$ cat config.mk
export PLATFORM = sky130hd
export DESIGN_NAME = id_ex_stage
export DESIGN_NICKNAME = d
export VERILOG_FILES = /design/src/rtl/dcpu_pkg.sv /design/src/rtl/load_use_detect.sv /design/src/rtl/id_ex_stage.sv
export SDC_FILE = /design/constraint.sdc
export NUM_CORES = 1
export LEC_CHECK = 0
export ABC_CLOCK_PERIOD_IN_PS = 2890
export CAP_MARGIN = 40
export CORE_AREA = 2 2 139 141
export CTS_CLUSTER_SIZE = 20
export DETAILED_ROUTE_END_ITERATION = 12
export DIE_AREA = 0 0 141 143
export PLACE_DENSITY = 0.77
export SLEW_MARGIN = 10
export SYNTH_ARGS = -nofsm -noshare
export SYNTH_HDL_FRONTEND = slang
export SYNTH_SLANG_ARGS = --single-unit
$ cat constraint.sdc
create_clock -name clk -period 2.89 [get_ports clk]
set_input_delay 0.578 -clock clk [delete_from_list [all_inputs] [get_ports clk]]
set_output_delay 0.578 -clock clk [all_outputs]
set_load 0.02 [all_outputs]
$ cat src/rtl/dcpu_pkg.sv
// Shared DCPU encodings: ALU operand selects, forwarding selects and ALU control codes.
package dcpu_pkg;

   localparam logic [1:0] A_SRC_RS    = 2'd0;
   localparam logic [1:0] A_SRC_SHAMT = 2'd1;
   localparam logic [1:0] A_SRC_PC8   = 2'd2;

   localparam logic B_SRC_RT  = 1'b0;
   localparam logic B_SRC_IMM = 1'b1;

   localparam logic [1:0] FWD_RF    = 2'd0;
   localparam logic [1:0] FWD_EXMEM = 2'd1;
   localparam logic [1:0] FWD_MEMWB = 2'd2;

   // ALU control: add/sub go to the adder, shifts to the shifter, lui/slt/sltu to the compare unit.
   localparam logic [3:0] ALUC_ADD  = 4'h0;
   localparam logic [3:0] ALUC_SUB  = 4'h1;
   localparam logic [3:0] ALUC_AND  = 4'h2;
   localparam logic [3:0] ALUC_OR   = 4'h3;
   localparam logic [3:0] ALUC_XOR  = 4'h4;
   localparam logic [3:0] ALUC_NOR  = 4'h5;
   localparam logic [3:0] ALUC_SLL  = 4'h6;
   localparam logic [3:0] ALUC_SRL  = 4'h7;
   localparam logic [3:0] ALUC_SRA  = 4'h8;
   localparam logic [3:0] ALUC_LUI  = 4'h9;
   localparam logic [3:0] ALUC_SLT  = 4'hA;
   localparam logic [3:0] ALUC_SLTU = 4'hB;

endpackage

$ cat src/rtl/load_use_detect.sv
// Load-use hazard: the ID instruction reads a register that the load now in EX has not yet fetched.
module load_use_detect #(
   parameter int REG_AW = 5
) (
   input  logic              ex_valid,
   input  logic              ex_mem_re,
   input  logic [REG_AW-1:0] ex_rd_addr,
   input  logic              id_valid,
   input  logic              id_uses_rs,
   input  logic              id_uses_rt,
   input  logic [REG_AW-1:0] id_rs_addr,
   input  logic [REG_AW-1:0] id_rt_addr,
   output logic              hazard_stall
);

   logic load_in_ex;
   logic rs_hit;
   logic rt_hit;

   // A load to r0 never produces a value anyone waits for.
   assign load_in_ex   = ex_valid & ex_mem_re & (ex_rd_addr != '0);
   assign rs_hit       = id_uses_rs & (ex_rd_addr == id_rs_addr);
   assign rt_hit       = id_uses_rt & (ex_rd_addr == id_rt_addr);
   assign hazard_stall = load_in_ex & id_valid & (rs_hit | rt_hit);

endmodule

$ cat src/rtl/id_ex_stage.sv
// ID/EX pipeline register: operand forwarding and selection, bubble insertion on flush or load-use.
module id_ex_stage
   import dcpu_pkg::*;
#(
   parameter int DATA_W = 32,
   parameter int REG_AW = 5,
   parameter int ALUC_W = 4
) (
   input  logic              clk,
   input  logic              rst,
   input  logic              flush,
   input  logic              ex_hold,
   input  logic              id_valid,
   input  logic [DATA_W-1:0] id_pc,
   input  logic [REG_AW-1:0] id_rs_addr,
   input  logic [REG_AW-1:0] id_rt_addr,
   input  logic [REG_AW-1:0] id_rd_addr,
   input  logic              id_uses_rs,
   input  logic              id_uses_rt,
   input  logic [DATA_W-1:0] id_rs_data,
   input  logic [DATA_W-1:0] id_rt_data,
   input  logic [15:0]       id_imm16,
   input  logic [4:0]        id_shamt,
   input  logic              id_ext_sign,
   input  logic [1:0]        id_a_src,
   input  logic              id_b_src,
   input  logic [ALUC_W-1:0] id_aluc,
   input  logic              id_reg_we,
   input  logic              id_mem_we,
   input  logic              id_mem_re,
   input  logic [1:0]        fwd_a_sel,
   input  logic [1:0]        fwd_b_sel,
   input  logic [DATA_W-1:0] exmem_fwd_data,
   input  logic [DATA_W-1:0] memwb_fwd_data,
   output logic              hazard_stall,
   output logic              ex_valid,
   output logic [DATA_W-1:0] ex_alu1,
   output logic [DATA_W-1:0] ex_alu2,
   output logic [ALUC_W-1:0] ex_aluc,
   output logic [DATA_W-1:0] ex_store_data,
   output logic [REG_AW-1:0] ex_rd_addr,
   output logic              ex_reg_we,
   output logic              ex_mem_we,
   output logic              ex_mem_re,
   output logic [DATA_W-1:0] ex_pc
);

   typedef struct packed {
      logic              valid;
      logic [DATA_W-1:0] alu1;
      logic [DATA_W-1:0] alu2;
      logic [ALUC_W-1:0] aluc;
      logic [DATA_W-1:0] store_data;
      logic [REG_AW-1:0] rd_addr;
      logic              reg_we;
      logic              mem_we;
      logic              mem_re;
      logic [DATA_W-1:0] pc;
   } ex_reg_t;

   ex_reg_t           ex_d;
   ex_reg_t           ex_q;
   logic [DATA_W-1:0] rs_f;
   logic [DATA_W-1:0] rt_f;
   logic [DATA_W-1:0] ext;
   logic              take_bubble;

   function automatic logic [DATA_W-1:0] fwd_mux(input logic [1:0]        sel,
                                                 input logic [DATA_W-1:0] rf_data,
                                                 input logic [DATA_W-1:0] exmem_data,
                                                 input logic [DATA_W-1:0] memwb_data);
      case (sel)
         FWD_EXMEM: return exmem_data;
         FWD_MEMWB: return memwb_data;
         FWD_RF:    return rf_data;
         default:   return rf_data;
      endcase
   endfunction

   load_use_detect #(.REG_AW(REG_AW)) u_load_use_detect (
      .ex_valid     (ex_valid),
      .ex_mem_re    (ex_mem_re),
      .ex_rd_addr   (ex_rd_addr),
      .id_valid     (id_valid),
      .id_uses_rs   (id_uses_rs),
      .id_uses_rt   (id_uses_rt),
      .id_rs_addr   (id_rs_addr),
      .id_rt_addr   (id_rt_addr),
      .hazard_stall (hazard_stall)
   );

   assign take_bubble = flush | hazard_stall | ~id_valid;

   always_comb begin
      // NOTE: every field gets a value before any branch so no latch can be inferred.
      ex_d = '0;
      rs_f = fwd_mux(fwd_a_sel, id_rs_data, exmem_fwd_data, memwb_fwd_data);
      rt_f = fwd_mux(fwd_b_sel, id_rt_data, exmem_fwd_data, memwb_fwd_data);
      ext  = {{(DATA_W-16){id_ext_sign & id_imm16[15]}}, id_imm16};

      case (id_a_src)
         A_SRC_SHAMT: ex_d.alu1 = {{(DATA_W-5){1'b0}}, id_shamt};
         A_SRC_PC8:   ex_d.alu1 = id_pc + DATA_W'(8);
         A_SRC_RS:    ex_d.alu1 = rs_f;
         default:     ex_d.alu1 = rs_f;
      endcase

      ex_d.alu2       = (id_b_src == B_SRC_RT) ? rt_f : ext;
      ex_d.valid      = 1'b1;
      ex_d.aluc       = id_aluc;
      ex_d.store_data = rt_f;
      ex_d.rd_addr    = id_rd_addr;
      ex_d.reg_we     = id_reg_we;
      ex_d.mem_we     = id_mem_we;
      ex_d.mem_re     = id_mem_re;
      ex_d.pc         = id_pc;
   end

   // Hold outranks flush: a stalled EX keeps its instruction and the controller re-issues flush.
   always_ff @(posedge clk) begin
      // NOTE: non-blocking assignments so every flop samples pre-edge values regardless of order.
      if (rst) begin
         ex_q <= '0;
      end else if (!ex_hold) begin
         ex_q <= take_bubble ? '0 : ex_d;
      end
   end

   assign ex_valid      = ex_q.valid;
   assign ex_alu1       = ex_q.alu1;
   assign ex_alu2       = ex_q.alu2;
   assign ex_aluc       = ex_q.aluc;
   assign ex_store_data = ex_q.store_data;
   assign ex_rd_addr    = ex_q.rd_addr;
   assign ex_reg_we     = ex_q.reg_we;
   assign ex_mem_we     = ex_q.mem_we;
   assign ex_mem_re     = ex_q.mem_re;
   assign ex_pc         = ex_q.pc;

endmodule

==> After elaboration in Yosys (flattened, before gate mapping) <==
Cells that the tools add are included.
{ "totals": {"out_inout_bits": 142, "latch_bits": 0, "n_memories": 0, "mem_bits_rw": 0, "register_bits": 141, "rom_bits": 0} }
{ "classes": {"n_addsub": 1, "reduce_logical": 1, "magnitude_cmp": 0, "n_eq_ne": 8, "n_mul": 0, "shift": 0, "mux": 5, "bitwise_logic": 11, "div": 0} }
{ "op_table": {"columns": ["op", "n"], "rows": [
  ["$pmux 32 s2", 3],
  ["$mux 141", 1],
  ["$add 32x4->32 const B", 1],
  ["$mux 32", 1],
  ["$eq 5x5->1", 2],
  ["$and 1x1->1", 7],
  ["$eq 2x1->1 const B", 3],
  ["$eq 2x2->1 const B", 3],
  ["$reduce_bool 5->1", 1],
  ["$or 1x1->1", 3],
  ["$not 1->1", 1]
]} }

==> Logic depth before layout (Yosys ltp) <==
Gate-level depths: netlist (run 1).
{ "depth": {"depth_word": 7, "depth_mapped": 9, "depth_no_buf": 7} }

==> Cells and area by module <==
A second synthesis (run 1) with hierarchy kept.
{ "hier_totals": {"hier_cells": 941, "area_unflattened_um2": 7554.7} }
{ "by_module_without_submodules": {"columns": ["module", "seq_area_each_um2", "cells_each", "n_inst", "area_per_inst_um2"], "rows": [
  ["id_ex_stage", 2822.7, 924, 1, 7423.4],
  ["load_use_detect", 0.0, 17, 1, 131.4]
]} }

==> Worst setup path after synthesis (run 1) <==
Ideal clock, no wire load.
{ "synth_path": {"kind": "input-to-reg", "startpoint": "input port fwd_b_sel[0]", "endpoint": "register ex_q, in the netlist ex_alu2[2]", "arrival_ps": 2090, "path_stages": 9, "path_buffers": 3, "setup_ps": 117, "slack_ps": 683, "path_cell_list": "inv_1 -> ha_1 -> clkbuf_1 -> buf_2 -> buf_1 -> nor2_1 -> a21oi_1 -> o21ai_0 -> a22o_1"} }
{ "synth_between": {"elab_chain_cells": 4, "word_cells_on_any_way": 5, "classes_between": "eq/ne (2); mux (3)"} }
{ "synth_lines": {"columns": ["element", "line", "source"], "rows": [
  ["start, declared", "id_ex_stage.sv:32", "input logic [1:0] fwd_b_sel,"],
  ["$eq 2x2->1 / $eq 2x1->1 (equally long branches)", "id_ex_stage.sv:72", "case (sel)"],
  ["$pmux 32 s2 (*)", "id_ex_stage.sv:72", null],
  ["$mux 32 (*)", "id_ex_stage.sv:108", "ex_d.alu2 = (id_b_src == B_SRC_RT) ? rt_f : ext;"],
  ["$mux 141 (*)", "id_ex_stage.sv:125", "ex_q <= take_bubble ? '0 : ex_d;"],
  ["end signal, assigned", "id_ex_stage.sv:125", null],
  ["end, declared", "id_ex_stage.sv:62", "ex_reg_t ex_q;"]
]} }
Every way passes the cells marked *; elsewhere a longest branch is shown, timed or not.
A chain may end at the register's enable or synchronous reset.

==> Worst setup path in the final report (run 1) <==
{ "layout_path": {"startpoint": "input port id_rt_addr[3]", "endpoint": "output port hazard_stall"} }
{ "layout_between": {"elab_chain_cells": 4} }
{ "layout_lines": {"columns": ["element", "line", "source"], "rows": [
  ["start, declared", "id_ex_stage.sv:16", "input logic [REG_AW-1:0] id_rt_addr,"],
  ["$eq 5x5->1", "load_use_detect.sv:23", "assign rt_hit = id_uses_rt & (ex_rd_addr == id_rt_addr);"],
  ["$and 1x1->1", "load_use_detect.sv:23", null],
  ["$or 1x1->1", "load_use_detect.sv:24", "assign hazard_stall = load_in_ex & id_valid & (rs_hit | rt_hit);"],
  ["$and 1x1->1", "load_use_detect.sv:24", null],
  ["end, declared", "id_ex_stage.sv:35", "output logic hazard_stall,"]
]} }
Every way passes these cells.

==> PnR_summary.wiki, run 1 <==
{| class="wikitable"
! Metric !! Value
|-
| Result of the run || finished clean
|-
| Top flip-flop cell by instance count after synthesis || sky130_fd_sc_hd__dfxtp_1
|-
| Maximum resistive drop on vdd || 0.0003942 V
|-
| Clock network latency to the later pin of the worst-skew pair || 0.43 ns
|-
| Pwr per Cell Area || 461.5 nW/um^2
|-
| Max-slew violations || 0
|-
| Most common library cells after synthesis || sky130_fd_sc_hd__dfxtp_1, sky130_fd_sc_hd__nand2_1, sky130_fd_sc_hd__o21ai_0, sky130_fd_sc_hd__a22oi_1, sky130_fd_sc_hd__a22o_1
|-
| Number of global-route vias before repair || 7799
|-
| Sequential area share after synthesis || 0.3987
|-
| Clk pin slew, worst setup/hold paths || 0.06 ns
|-
| Hold Path Origin || ex_store_data[24]
|-
| Maximum fanout along the worst path || 2
|-
| Detailed Route WL || 30710 um
|-
| Total clock buffers created by CTS || 17
|-
| Share of the core filled with cells || 0.6257
|-
| Min-Delay Path Class || reg -> reg
|-
| Area delta synth->final || 64.18%
|-
| Core Area || 18580 sq um
|-
| Effective utilization at floorplan || 0.3811
|-
| Number of port buffers || 359
|-
| Path depth of the worst reg2reg path || 7
|-
| Endpoint type of the worst setup path || output pin
|-
| Placed Cells incl. Taps || 1400
|-
| Number of library cell types mapped by synthesis || 50
|-
| Portion of synthesized cell area occupied by the leading cell type || 0.3987
|-
| Capture point of the worst reg-to-reg path || ex_alu1[2]
|-
| Leakage power || 4.239 nW
|-
| Arrival time at the worst endpoint || 2.09 ns
|-
| Category of the most critical setup path || in -> out
|-
| Synth Instances || 846
|-
| Die Span X || 141 um
|-
| Achievable frequency || 0.3745 GHz
|-
| Required time of the critical path || 2.31 ns
|-
| TritonCTS clock tree || done
|-
| Number of antenna violations at the first check in global routing || 4
|-
| Longest Clk Path Bufs || 2
|-
| Setup violators final || 0
|-
| Worst-path cell with the longest stage delay || sky130_fd_sc_hd__clkdlybuf4s50_1
|-
| Routed length per instance || 21.40 um
|-
| Root Buffer Master || sky130_fd_sc_hd__clkbuf_16
|-
| Mean area per synthesized cell || 8.369 sq um
|-
| Crit path largest cell delay || 0.42 ns
|-
| Time the final worst path needs with I/O delays and setup || 2.670 ns
|-
| Actual slew at the worst max-slew pin || 0.6894 ns
|-
| Number of levels in the clock H-tree || 4
|-
| Cell with the most instances after synthesis || sky130_fd_sc_hd__dfxtp_1
|-
| Share of layout cells above drive strength 1 || 0.06678
|-
| Number of enable-type register cells in the synthesized netlist || 0
|-
| Largest cells by area after synthesis || sky130_fd_sc_hd__dfxtp_1, sky130_fd_sc_hd__a22oi_1, sky130_fd_sc_hd__a22o_1
|-
| Final Net Count || 1410
|-
| Filler-free cell count of the finished design || 1435
|-
| Detailed router's first-iteration violation count || 792
|-
| Final hold violation count || 0
|-
| Area of the die || 20160 sq um
|-
| Floorplan die height || 143 um
|-
| Overall track demand over capacity in global routing || 0.2967
|-
| Number of hold buffers added after CTS || 0
|-
| Number of register bits inferred by synthesis || 141
|-
| Cell Area, Synth || 7081 sq um
|-
| Final routed DRC violation total || 0
|-
| Number of detailed-routing iterations run before antenna repair || 10
|-
| GP Congestion || 0.9406
|-
| Hold path cells || 2
|-
| Launching element type of the critical path || primary input
|-
| Fraction of synthesis flops using an asynchronous set or reset pin || 0
|-
| TritonCTS sink count || 141
|-
| I/O pin cnt || 360
|-
| Number of buffers added for setup after CTS || 0
|-
| Number of placement rows || 50
|-
| Post-detailed-route count of antenna-violating nets || 0
|-
| Rel. slew slack || 0.5393
|-
| Synthesized net count || 1071
|-
| Cell-by-cell listing of the critical path || clkdlybuf4s50_1, xor2_1, nor4_1, a32oi_1, nor2_1, dlygate4sd2_1
|-
| Tcrit/Tclk final || 0.9240
|-
| Reg2reg start || ex_rd_addr[3]
|-
| Vias post-DR || 8092
|-
| Number of warnings issued by yosys || 0
|-
| Setup repair after global routing missed its margin || false
|-
| Worst hold margin || 0.4500 ns
|-
| Remaining global-route overflow || 0
|-
| Cell class contributing the biggest share of worst-path delay || buffers and inverters
|-
| Global-route wire length before repair || 45910 um
|-
| Hold path endpoint || ex_store_data[24]
|-
| Half-perimeter wire length after placement || 23610 um
|-
| Worst R2R Setup Slack || 0.77 ns
|-
| Stages on worst setup path || 6
|-
| Count of buffer and inverter cells on the critical path || 2
|-
| Max-cap violation count || 0
|-
| Cell accounting for the most synthesized area || sky130_fd_sc_hd__dfxtp_1
|-
| Fin Clk Skew || 0.008809 ns
|-
| Largest net degree at the start of global routing || 55
|-
| Vias per inst || 5.639
|}
## worst reg2reg max path: cells and delay by family, from the launching register on
family	cells	cell delay, ns
xor gates and xnor gates	1	0.12
DFF	1	0.46
buffers and inverters	2	0.38
AOI/OAI and AO/OA	3	0.73
and+or+nand+nor	1	0.32
## area by class of cell
cell class | count | area (sq um)
Timing Repair Buffer | 398 | 3973
Clock buffer | 18 | 439.2
Clock inverter | 14 | 156.4
Antenna cell | 3 | 7.507
Multi-Input combinational cell | 616 | 3892
Sequential cell | 141 | 2823
Fill cell | 1606 | 6955
Tap cell | 234 | 292.8
Inverter | 11 | 41.29
## logic make-up after synthesis
family          after synthesis  synth area share
compound gates              343            0.3441
xor+xnor                     23           0.02845
fa+ha+maj                     7           0.01237
buf+inv                      89           0.05549
flops                       141            0.3987
simple gates                243            0.1610
## layout by cell type (no fill, tap or decap), drive strengths merged, types with 3 or more instances in the layout
cell type and instances:
a211oi 8, a21oi 34, nor2 39, a222oi 6, o21ai 99, a221o 6, and3 3, nand2 122
o311a 3, o31a 5, clkbuf 18, a32o 22, ha 7, nor3 6, nor4 13, nand2b 17
xor2 12, dfxtp 141, nand3 15, nand4 10, a21boi 8, clkdlybuf4s50 358, diode 3, clkinvlp 3
xnor2 11, a22o 59, clkinv 3, a22oi 77, buf 39, o211ai 6, and4 8, nor2b 3
inv 17
## timing repair
| item | in CTS | in global routing |
|---|---|---|
| gates resized for setup | 1 | 0 |
| setup endpoints to repair | 1 | 0 |
| hold endpoints to repair | 0 | 0 |
## stage by stage
stage	setup TNS [ns]	setup WS (ns)	power, mW	area [sq um]
floorplan	0	0.6830	2.517	7081
global placement	0	0.01381	3.137	11020
detailed placement	-0.07030	-0.07030	3.142	11020
CTS	0	0.2103	5.377	11620
global route	0	0.1350	5.543	11620
finish	0	0.2195	5.365	11620
## metal layers
layer  GRT usage  vias up  part of all wire
met5           0        -                 0
met4     0.09789        0             0.027
met3     0.08853       55             0.091
met2      0.4932      432              0.47
met1      0.3694     3744              0.41
li1            -     3861                 -
## registers in the layout, indices dropped and copies added, names as in the netlist, 4 cells and up
name,cells
ex_alu1,32
ex_alu2,32
ex_pc,32
ex_store_data,32
ex_rd_addr,5
ex_aluc,4
## where the power goes
group / internal [mW] / leakage (nW) / switching (mW)
logic: 0.551 / 2.81 / 0.541
clock network: 1.31 / 0.286 / 0.945
registers: 1.99 / 1.14 / 0.0287
total: 3.85 / 4.24 / 1.51
## worst max path at each step
stage	slack (ns)	endpoint	start
CTS	0.21	hazard_stall	id_rt_addr[3]
detailed placement	-0.07	hazard_stall	id_rt_addr[3]
finish	0.22	hazard_stall	id_rt_addr[3]
floorplan	0.68	ex_alu2[2]	fwd_b_sel[0]
global placement	0.01	hazard_stall	id_rs_addr[3]
global route	0.13	hazard_stall	id_rt_addr[3]
No activity file was read; power rests on OpenSTA's default activity.
==> run 2, diff against run 1 <==
REMOVE_ABC_BUFFERS = 1   (was not set)
==> PnR_summary.wiki, run 2 (synthesis gave the netlist of run 1 again) <==
{| class="wikitable"
! Metric !! Value
|-
| Result of the run || finished clean
|-
| Achievable frequency || 0.3666 GHz
|-
| Number of antenna violations at the first check in global routing || 3
|-
| Number of placement rows || 50
|-
| I/O pin cnt || 360
|-
| Floorplan die height || 143 um
|-
| Placed Cells incl. Taps || 1397
|-
| Maximum resistive drop on vdd || 0.0003989 V
|-
| Most common library cell in the layout ignoring fill and taps || sky130_fd_sc_hd__clkdlybuf4s50_1
|-
| GP Congestion || 0.8634
|-
| Setup Slack @ Placement || -0.1926 ns
|-
| Maximum fanout along the worst path || 2
|-
| Number of buffers added for setup after CTS || 0
|-
| Vias post-DR || 8193
|-
| Number of port buffers || 359
|-
| Filler-free cell count of the finished design || 1431
|-
| Number of hold buffers added after CTS || 0
|-
| Number of detailed-routing iterations run before antenna repair || 7
|-
| Total clock buffers created by CTS || 17
|-
| Register cell area after layout || 2823 sq um
|-
| Number of levels in the clock H-tree || 4
|-
| Actual slew at the worst max-slew pin || 0.8029 ns
|-
| Routed length per instance || 21.17 um
|-
| Root Buffer Master || sky130_fd_sc_hd__clkbuf_16
|-
| Pwr per Cell Area || 480.5 nW/um^2
|-
| Half-perimeter wire length after placement || 22380 um
|-
| Clk pin slew, worst setup/hold paths || 0.06 ns
|-
| Final Net Count || 1407
|-
| Setup violators final || 0
|-
| Arrival time at the worst endpoint || 2.15 ns
|-
| Overall track demand over capacity in global routing || 0.2918
|-
| Setup repair after global routing missed its margin || false
|-
| Detailed Route WL || 30290 um
|-
| Global-route wire length before repair || 45130 um
|-
| Effective utilization at floorplan || 0.3811
|-
| Final hold violation count || 0
|-
| Area taken by multi-input logic gates || 3901 sq um
|-
| Largest net degree at the start of global routing || 60
|-
| Area delta synth->final || 65.14%
|-
| TritonCTS sink count || 141
|-
| TritonCTS clock tree || done
|-
| Number of global-route vias before repair || 7932
|-
| Vias per inst || 5.725
|-
| Required time of the critical path || 2.31 ns
|-
| Remaining global-route overflow || 0
|-
| Fillers || 1602
|-
| Final routed DRC violation total || 0
|-
| Area of the die || 20160 sq um
|-
| Die Span X || 141 um
|-
| Time the final worst path needs with I/O delays and setup || 2.728 ns
|-
| Rel. slew slack || 0.4647
|-
| Launching element type of the critical path || primary input
|-
| Core Area || 18580 sq um
|-
| Category of the most critical setup path || in -> out
|-
| Longest Clk Path Bufs || 2
|-
| Commonest cells after routing, fill and taps aside || sky130_fd_sc_hd__clkdlybuf4s50_1, sky130_fd_sc_hd__dfxtp_1, sky130_fd_sc_hd__nand2_1
|-
| Share of layout cells above drive strength 1 || 0.06695
|-
| Leakage power || 4.262 nW
|-
| Tcrit/Tclk final || 0.9438
|-
| Min-Delay Path Class || reg -> reg
|-
| Fin Clk Skew || 0.01274 ns
|-
| Post-Layout Inst Area || 11690 sq um
|-
| Post-detailed-route count of antenna-violating nets || 0
|-
| Cell area after placement || 11020 sq um
|-
| Max-slew violations || 0
|-
| Endpoint type of the worst setup path || output pin
|-
| Detailed router's first-iteration violation count || 545
|-
| Clock network latency to the later pin of the worst-skew pair || 0.43 ns
|-
| Worst R2R Setup Slack || 0.81 ns
|-
| Worst setup slack after layout || 0.1624 ns
|-
| Max-cap violation count || 0
|}
## run 2: changes by cell type in the layout (fill, tap and decap cells not counted), sizes merged
cell and change:
bufinv +3, buf -2, diode -1, clkbuf -1, clkinvlp -1, clkinv -1
clkdlybuf4s50 -1
## run 2: where the power goes
group / switching [mW] / internal (mW)
Combinational: 0.540 / 0.550
Clock: 0.960 / 1.55
Sequential: 0.0276 / 1.99
Total: 1.53 / 4.09
## run 2: cell type report
type | instances | area share
Tap cell | 234 | 0.02504
Timing Repair Buffer | 395 | 0.3395
Inverter | 11 | 0.003531
Sequential cell | 141 | 0.2414
Clock inverter | 15 | 0.02001
Clock buffer | 17 | 0.03638
Antenna cell | 2 | 0.0004280
Multi-Input combinational cell | 616 | 0.3337
## run 2: metrics by stage
stage               hold WS [ns]    util  power (mW)  TNS [ns]
global route              0.4820  0.6293       5.817         0
CTS                       0.4562  0.6290       5.649         0
finish                    0.4516  0.6293       5.619         0
floorplan                 0.5387       -       2.474   -338.47
detailed placement        0.4415  0.5933       3.140   -0.1926
global placement          0.4335  0.5933       3.128   -0.1234
## run 2: worst paths after layout
kind,start,end,depth (start not counted)
worst min register to register,ex_alu1[6],ex_alu1[6],2
worst min-delay path,ex_alu1[6],ex_alu1[6],2
worst max-delay path,id_rt_addr[3],hazard_stall,6
worst max register to register,ex_rd_addr[3],ex_alu2[29],7
## run 2: critical path: stages
cell and delay [ns]:
sky130_fd_sc_hd__clkdlybuf4s50_1 0.41, sky130_fd_sc_hd__xor2_1 0.15, sky130_fd_sc_hd__nor4_2 0.34, sky130_fd_sc_hd__a32oi_1 0.18
sky130_fd_sc_hd__nor2_1 0.14, sky130_fd_sc_hd__dlygate4sd2_1 0.35
## run 2: what timing repair did
action                     CTS  global route
setup endpoints to repair    1             0
hold endpoints to repair     0             0
resized for setup            2             0
## run 2: routing by layer
| layer | up-vias | track usage | share of wire |
|---|---|---|---|
| met5 | - | 0 | 0.00050 |
| met1 | 3871 | 0.3427 | 0.39 |
| met3 | 45 | 0.08283 | 0.094 |
| met4 | 2 | 0.1021 | 0.024 |
| met2 | 421 | 0.5109 | 0.49 |
| li1 | 3854 | - | - |
